===== src/rtl/m_trap_sequencer_pkg.sv =====
// Shared constants and types for the machine-mode trap/MRET sequencer.
// CSR addresses, mstatus bit positions, state and selection encodings.
package m_trap_sequencer_pkg;

  localparam logic [1:0] XLEN_32b = 2'd1;
  localparam logic [1:0] XLEN_64b = 2'd2;

  // Reserved cause code, never raised by the pipeline.
  localparam logic [3:0] NO_E = 4'd10;

  localparam logic [11:0] REG_MSTATUS_ADDR = 12'h300;
  localparam logic [11:0] REG_MTVEC_ADDR   = 12'h305;
  localparam logic [11:0] REG_MEPC_ADDR    = 12'h341;
  localparam logic [11:0] REG_MCAUSE_ADDR  = 12'h342;
  localparam logic [11:0] REG_MTVAL_ADDR   = 12'h343;

  localparam int MSTATUS_MIE    = 3;
  localparam int MSTATUS_MPIE   = 7;
  localparam int MSTATUS_MPP_LO = 11;
  localparam int MSTATUS_MPP_HI = 12;

  typedef enum logic [2:0] {
    TS_IDLE,
    TS_WR_MEPC,
    TS_WR_MCAUSE,
    TS_WR_MTVAL,
    TS_WR_MSTATUS,
    TS_REDIRECT,
    TS_MRET_MSTATUS,
    TS_MRET_REDIRECT
  } trap_state_e;

  typedef enum logic [1:0] {
    SEL_NONE,
    SEL_EM,
    SEL_MRET,
    SEL_FD
  } trap_sel_e;

  function automatic int xlen_bits(input logic [1:0] code);
    return 1 << (int'(code) + 4);
  endfunction

endpackage


===== src/rtl/m_trap_sequencer_arbiter.sv =====
// Combinational arbiter: E/M exception > MRET > F/D exception.
// Ports: three event sources in; sel, code, pc, tval of the winner out.
module m_trap_arbiter
  import m_trap_sequencer_pkg::*;
#(
  parameter int W = 64
) (
  input  logic [3:0]   i_code_f_d,
  input  logic [W-1:0] i_pc_f_d,
  input  logic [3:0]   i_code_e_m,
  input  logic [W-1:0] i_pc_e_m,
  input  logic [W-1:0] i_addr_e_m,
  input  logic         i_mret,
  output trap_sel_e    o_sel,
  output logic [3:0]   o_code,
  output logic [W-1:0] o_pc,
  output logic [W-1:0] o_tval
);

  logic em_v;
  logic mret_v;
  logic fd_v;

  // One-hot winners so the decoder below is truly unique.
  assign em_v   = (i_code_e_m != NO_E);
  assign mret_v = i_mret & ~em_v;
  assign fd_v   = (i_code_f_d != NO_E) & ~em_v & ~i_mret;

  always_comb begin
    o_sel  = SEL_NONE;
    o_code = NO_E;
    o_pc   = '0;
    o_tval = '0;
    unique case (1'b1)
      em_v: begin
        o_sel  = SEL_EM;
        o_code = i_code_e_m;
        o_pc   = i_pc_e_m;
        o_tval = i_addr_e_m;
      end
      mret_v: o_sel = SEL_MRET;
      fd_v: begin
        o_sel  = SEL_FD;
        o_code = i_code_f_d;
        o_pc   = i_pc_f_d;
        o_tval = i_pc_f_d;
      end
      default: ;
    endcase
  end

endmodule


===== src/rtl/m_trap_sequencer.sv =====
// Machine-mode trap/MRET sequencer driving the M-CSR file write port.
// Ports: event sources and CSR read data in; CSR port, stall, flush, redirect out.
module m_trap_sequencer
  import m_trap_sequencer_pkg::*;
#(
  parameter logic [1:0] XLEN = XLEN_64b,
  localparam int W = xlen_bits(XLEN)
) (
  input  logic         i_clk,
  input  logic         i_rst,
  input  logic         i_clk_en,
  input  logic [3:0]   i_exception_code_f_d_ff,
  input  logic [W-1:0] i_exception_pc_f_d_ff,
  input  logic [3:0]   i_exception_code_e_m_ff,
  input  logic [W-1:0] i_exception_pc_e_m_ff,
  input  logic [W-1:0] i_exception_addr_e_m_ff,
  input  logic         i_mret_e,
  input  logic [W-1:0] i_csr_rdata,
  input  logic [W-1:0] i_mepc,
  output logic [11:0]  o_csr_read_addr,
  output logic [11:0]  o_csr_write_addr,
  output logic         o_csr_write_enable,
  output logic [W-1:0] o_csr_data,
  output logic         o_busy,
  output logic         o_stall,
  output logic         o_flush,
  output logic         o_redirect_valid,
  output logic [W-1:0] o_redirect_pc
);

  localparam logic [W-1:0] ALIGN = {{(W-2){1'b1}}, 2'b00};

  trap_state_e  state_q;
  trap_sel_e    sel;
  logic [3:0]   a_code;
  logic [W-1:0] a_pc;
  logic [W-1:0] a_tval;
  logic [3:0]   cause_q;
  logic [W-1:0] pc_q;
  logic [W-1:0] tval_q;
  logic [W-1:0] target_q;
  logic [W-1:0] mst_trap;
  logic [W-1:0] mst_mret;
  logic         event_idle;

  m_trap_arbiter #(.W(W)) u_arb (
    .i_code_f_d (i_exception_code_f_d_ff),
    .i_pc_f_d   (i_exception_pc_f_d_ff),
    .i_code_e_m (i_exception_code_e_m_ff),
    .i_pc_e_m   (i_exception_pc_e_m_ff),
    .i_addr_e_m (i_exception_addr_e_m_ff),
    .i_mret     (i_mret_e),
    .o_sel      (sel),
    .o_code     (a_code),
    .o_pc       (a_pc),
    .o_tval     (a_tval)
  );

  // Stall covers the detect cycle so nothing advances before capture.
  assign event_idle = ~i_rst & (state_q == TS_IDLE) & (sel != SEL_NONE);
  assign o_stall    = o_busy | event_idle;

  always_comb begin
    mst_trap = i_csr_rdata;
    mst_trap[MSTATUS_MPIE] = i_csr_rdata[MSTATUS_MIE];
    mst_trap[MSTATUS_MIE]  = 1'b0;
    mst_trap[MSTATUS_MPP_HI:MSTATUS_MPP_LO] = 2'b11;
    mst_mret = i_csr_rdata;
    mst_mret[MSTATUS_MIE]  = i_csr_rdata[MSTATUS_MPIE];
    mst_mret[MSTATUS_MPIE] = 1'b1;
    mst_mret[MSTATUS_MPP_HI:MSTATUS_MPP_LO] = 2'b00;
  end

  // mstatus is read-modify-write in one cycle, so its data stays combinational.
  always_comb begin
    o_csr_data = '0;
    unique case (state_q)
      TS_WR_MEPC:      o_csr_data = pc_q;
      TS_WR_MCAUSE:    o_csr_data = {{(W-4){1'b0}}, cause_q};
      TS_WR_MTVAL:     o_csr_data = tval_q;
      TS_WR_MSTATUS:   o_csr_data = mst_trap;
      TS_MRET_MSTATUS: o_csr_data = mst_mret;
      default:         o_csr_data = '0;
    endcase
  end

  always_ff @(posedge i_clk or posedge i_rst) begin
    if (i_rst) begin
      state_q            <= TS_IDLE;
      cause_q            <= '0;
      pc_q               <= '0;
      tval_q             <= '0;
      target_q           <= '0;
      o_csr_read_addr    <= '0;
      o_csr_write_addr   <= '0;
      o_csr_write_enable <= 1'b0;
      o_busy             <= 1'b0;
      o_flush            <= 1'b0;
      o_redirect_valid   <= 1'b0;
      o_redirect_pc      <= '0;
    end else if (i_clk_en) begin
      o_flush          <= 1'b0;
      o_redirect_valid <= 1'b0;
      unique case (state_q)
        TS_IDLE: begin
          if (sel == SEL_EM || sel == SEL_FD) begin
            cause_q            <= a_code;
            pc_q               <= a_pc;
            tval_q             <= a_tval;
            state_q            <= TS_WR_MEPC;
            o_busy             <= 1'b1;
            o_csr_write_enable <= 1'b1;
            o_csr_write_addr   <= REG_MEPC_ADDR;
            o_csr_read_addr    <= REG_MTVEC_ADDR;
          end else if (sel == SEL_MRET) begin
            state_q            <= TS_MRET_MSTATUS;
            o_busy             <= 1'b1;
            o_csr_write_enable <= 1'b1;
            o_csr_write_addr   <= REG_MSTATUS_ADDR;
            o_csr_read_addr    <= REG_MSTATUS_ADDR;
          end
        end
        TS_WR_MEPC: begin
          // Direct mode only: low mtvec bits are the mode field.
          target_q         <= i_csr_rdata & ALIGN;
          state_q          <= TS_WR_MCAUSE;
          o_csr_write_addr <= REG_MCAUSE_ADDR;
          o_csr_read_addr  <= '0;
        end
        TS_WR_MCAUSE: begin
          state_q          <= TS_WR_MTVAL;
          o_csr_write_addr <= REG_MTVAL_ADDR;
        end
        TS_WR_MTVAL: begin
          state_q          <= TS_WR_MSTATUS;
          o_csr_write_addr <= REG_MSTATUS_ADDR;
          o_csr_read_addr  <= REG_MSTATUS_ADDR;
        end
        TS_WR_MSTATUS: begin
          state_q            <= TS_REDIRECT;
          o_csr_write_enable <= 1'b0;
          o_csr_write_addr   <= '0;
          o_csr_read_addr    <= '0;
          o_flush            <= 1'b1;
          o_redirect_valid   <= 1'b1;
          o_redirect_pc      <= target_q;
        end
        TS_MRET_MSTATUS: begin
          state_q            <= TS_MRET_REDIRECT;
          o_csr_write_enable <= 1'b0;
          o_csr_write_addr   <= '0;
          o_csr_read_addr    <= '0;
          o_flush            <= 1'b1;
          o_redirect_valid   <= 1'b1;
          o_redirect_pc      <= i_mepc & ALIGN;
        end
        TS_REDIRECT, TS_MRET_REDIRECT: begin
          state_q       <= TS_IDLE;
          o_busy        <= 1'b0;
          o_redirect_pc <= '0;
        end
        default: state_q <= TS_IDLE;
      endcase
    end
  end

endmodule


===== config.mk =====
export PLATFORM = sky130hd
export DESIGN_NAME = m_trap_sequencer
export DESIGN_NICKNAME = d
export VERILOG_FILES = /design/src/rtl/m_trap_sequencer_pkg.sv /design/src/rtl/m_trap_sequencer_arbiter.sv /design/src/rtl/m_trap_sequencer.sv
export SDC_FILE = /design/constraint.sdc
export NUM_CORES = 1
export LEC_CHECK = 0
export BUFFER_PORTS_ARGS = -buffer_cell sky130_fd_sc_hd__buf_4
export CORE_AREA = 2 2 189 191
export DETAILED_ROUTE_END_ITERATION = 10
export DIE_AREA = 0 0 191 193
export GPL_TIMING_DRIVEN = 1
export PLACE_DENSITY = 0.67
export SLEW_MARGIN = 30
export SYNTH_ARGS = -nofsm -noshare
export SYNTH_HDL_FRONTEND = slang
export SYNTH_SLANG_ARGS = --single-unit
export TNS_END_PERCENT = 5

===== constraint.sdc =====
create_clock -name i_clk -period 19.7 [get_ports i_clk]
set_clock_uncertainty 0.15 [all_clocks]
set_input_delay 0.985 -clock i_clk [delete_from_list [all_inputs] [get_ports i_clk]]
set_output_delay 0.985 -clock i_clk [all_outputs]
set_load 0.05 [all_outputs]

==> metrics.md <==
| Metric | Value |
|---|---|
| Status | complete, no violations |
| Worst skew pair latency | 550 ps |
| Post-CTS sizing | 0 |
| Dominant synthesized flop cell | dfrtp_1 |
| Total gr overflow | 0 |
| Vias in the first global route | 11600 |
| Share of cells above drive strength 1 | 39.3% |
| Worst-path clk slew | ~60 ps |
| Worst Path Required | ~19000 ps |
| WHS Endpoint | target_q[8] |
| DR vias/cell | 5.34 |
| Largest net degree at the start of global routing | ~130 |
| Crit share post-route | 23.2% |
| Fillers | 3133 |
| Final nets | approximately 2000 |
| Synth warnings | 0 |
| Cells after Synth | approximately 1300 |
| Tot GR Track Use | 23.2% |
| Worst Hold Launch | target_q[8] |
| VDD IR max | around 0.10 mV |
| Reg-to-reg endpoint | o_redirect_pc[54] |
| Syn-to-layout area delta | 33.0% |
| Antenna Nets Post-Route | 0 |
| Initial DRT Pass Iterations | 5 |
| Yosys top cell by area | dfrtp_1 |
| Die area | roughly 0.037 mm^2 |
| ANT cells | 0 |
| Global-route wire length before repair | 66500 um |
| R2R setup slack | 15750 ps |
| DRC | 0 |
| Site row count | 69 |
| Core Util, Final | 53.7% |
| Maximum capacitance violations | 0 |
| Die X | 191 um |
| Area of the multi-input gates | 0.00682 mm^2 |
| Total power | roughly 0.0034 W |
| Ys async rst share | 100% |
| Final hold slack | 328 ps |
| Root Buffer | clkbuf_16 |
| Pwr per Cell Area | roughly 180 mW/mm^2 |
| RD Place Congestion | 0.844 |
| Mean post-synth cell area | 11.3 um^2 |
| Fmax | 219 MHz |
| Netlist cell types | 49 |
| Post-Syn Area | 0.0141 mm^2 |
| Synth Register Bits | 268 |
| CP max FO | 56 |
| Slew at the pin closest to its max-slew limit | 980 ps |
| Postcts setup bufs | 0 |
| Clk sinks | ~270 |
| Initial Util | between 40 and 50% |
| H-tree Lvls | 1 |
| Num CTS Buffers | 31 |
| Number of flops mapped to enable cells by yosys | 0 |
| Synth top area share | 47.5% |
| Initial antenna violation count | 0 |
| Port bufs | 469 |
| Initial DRC count | 496 |
| Final wirelength | 44200 um |
| Final setup viols | 0 |
| Cells after DPL | 2081 |
| Max Slew Vio Count | 0 |
| Arrival @ worst endpoint | 3440 ps |
| Finished Layout Cells | 2139 |
| Sequential-to-total area share from yosys stat | 47.5% |
| Worst Setup Start Kind | register |
| FF-to-FF path depth | 6 |
| CTS Hold Bufs | 0 |
| Core area | ~0.035 mm^2 |
| Wirelength per Cell | between 20 and 25 um |
| Die H | 193 um |
| Sequential cell area | 0.00671 mm^2 |
| Largest cells by area after synthesis | dfrtp_1 (47%), mux2_4 (8.3%), a22o_1 (8.1%) |
| Leakage power | around 8.9 nW |
| Via count of the routed design | 11400 |
| Crit Reg-Reg Startpoint | state_q[1] |
| RSZ-0062 raised after global routing | no |
| Fin. Hold Viols | 0 |
| Setup TNS | 0 ps |
| CTS max path bufs | 3 |
| WS Path Type | register to output port |
| Slew headroom | 34.6% |
| DP HPWL | 31200 um |
| HP Class | register to register |
| Post-route minimum period | 4570 ps |
| CTS tree | done |
| Hold path depth | 1 |
| CP endpoint kind | output port |
| Io pins | ~500 |
cells in the mapped netlist, types with 2 or more instances:
master and count:
inv_1 6, nor3_1 2, nor3_2 2, a31oi_1 2
a21oi_1 69, mux2_1 83, o32ai_1 2, buf_6 9
nor2b_1 5, nand2_1 133, dfrtp_1 268, a22o_1 130
nor2_1 7, nand2b_1 3, clkbuf_1 57, a22oi_1 3
o21ba_2 2, buf_2 38, nor3b_1 62, o22ai_1 2
or2_1 2, mux2_4 78, ha_1 3, o21ai_1 63
buf_4 27, o21ai_0 77, mux2i_1 63, mux2_2 34
critical path, stage by stage, from the launching register on:
cell	delay, ps
dfrtp_4	960
buf_4	620
and3b_4	790
nand2_1	110
o21ai_0	110
buf_4	240
flip-flops by register name, summed over array words and instances, names as in the netlist:
signal and flops:
o_csr_write_addr 4, o_busy 1, target_q 62, o_redirect_pc 62, state_q 3, tval_q 64, cause_q 4, o_csr_write_enable 1
pc_q 64, o_redirect_valid 1, o_csr_read_addr 2
worst max-delay path by stage:
stage | from | endpoint | slack (ps) | cells past startpoint
after floorplan | i_rst | cause_q[0] | 11160 | 1
after global placement | state_q[1] | o_csr_data[3] | 15640 | 5
after detailed placement | i_exception_code_e_m_ff[2] | tval_q[28] | 15540 | 6
after CTS | state_q[1] | o_csr_data[3] | 15050 | 5
after global routing | state_q[1] | o_csr_data[3] | 14900 | 5
final | state_q[1] | o_csr_data[3] | 15130 | 5
cells in the final DEF, fill, tap and decap left out, drive strengths merged, types with 2 or more instances in the layout:
cell type and instances:
nand2b 3, nor2b 5, a31oi 2, o21ai 141, nor2 8, nor3b 62
nand3 2, mux2i 63, mux2 195, ha 3, a22oi 3, dfrtp 268
nor3 4, a22o 130, o22ai 2, nand2 133, inv 5, o32ai 2
clkinv 6, buf 485, and4bb 2, a21oi 69, o21ba 2, clkinvlp 2
or2 3, conb 17, clkbuf 48
through the flow:
| step | worst slack [ps] | area [um^2] |
|---|---|---|
| after global placement | 15640 | 17800 |
| after floorplan | 11160 | 14200 |
| after CTS | 15050 | 18700 |
| after detailed placement | 15540 | 17800 |
| final | 15130 | 18800 |
| after global routing | 14900 | 18800 |
area by class of cell:
| cell class | instances | share of cell area, % |
|---|---|---|
| Sequential cell | 268 | 35.7 |
| Clock buffer | 48 | 4.74 |
| Clock inverter | 8 | 0.393 |
| Inverter | 6 | 0.186 |
| Tap cell | 461 | 3.07 |
| Timing Repair Buffer | 485 | 19.6 |
| Multi-Input combinational cell | 863 | 36.3 |
cells by family (layout without fill, tap and decap cells):
kind of cell | Yosys count | in the layout | share of synthesized area (%)
compound gates | 359 | 359 | 16.7
fa+ha+maj | 3 | 3 | 0.266
buf+inv | 138 | 547 | 5.20
flops | 268 | 268 | 47.5
mux | 258 | 258 | 22.1
other cells | 1 | 17 | 0.0265
simple gates | 226 | 226 | 8.30
metal layers:
| layer | vias to the layer above | share of wire, % | track usage (%) |
|---|---|---|---|
| li1 | 5330 | - | - |
| met3 | 85 | 6.4 | 3.78 |
| met1 | 5617 | 42 | 30.2 |
| met4 | 0 | 3.4 | 8.14 |
| met5 | - | 0 | 0 |
| met2 | 399 | 48 | 39.4 |
where the power goes:
| part | switching (W) | internal [W] | leakage (nW) |
|---|---|---|---|
| combinational | 0.00111 | 0.000709 | 5.23 |
| clock | 0.000229 | 0.000321 | 0.466 |
| sequential | 0.000174 | 0.000821 | 3.24 |
| total | 0.00151 | 0.00185 | 8.94 |
Power figures use the tool's default switching activity.
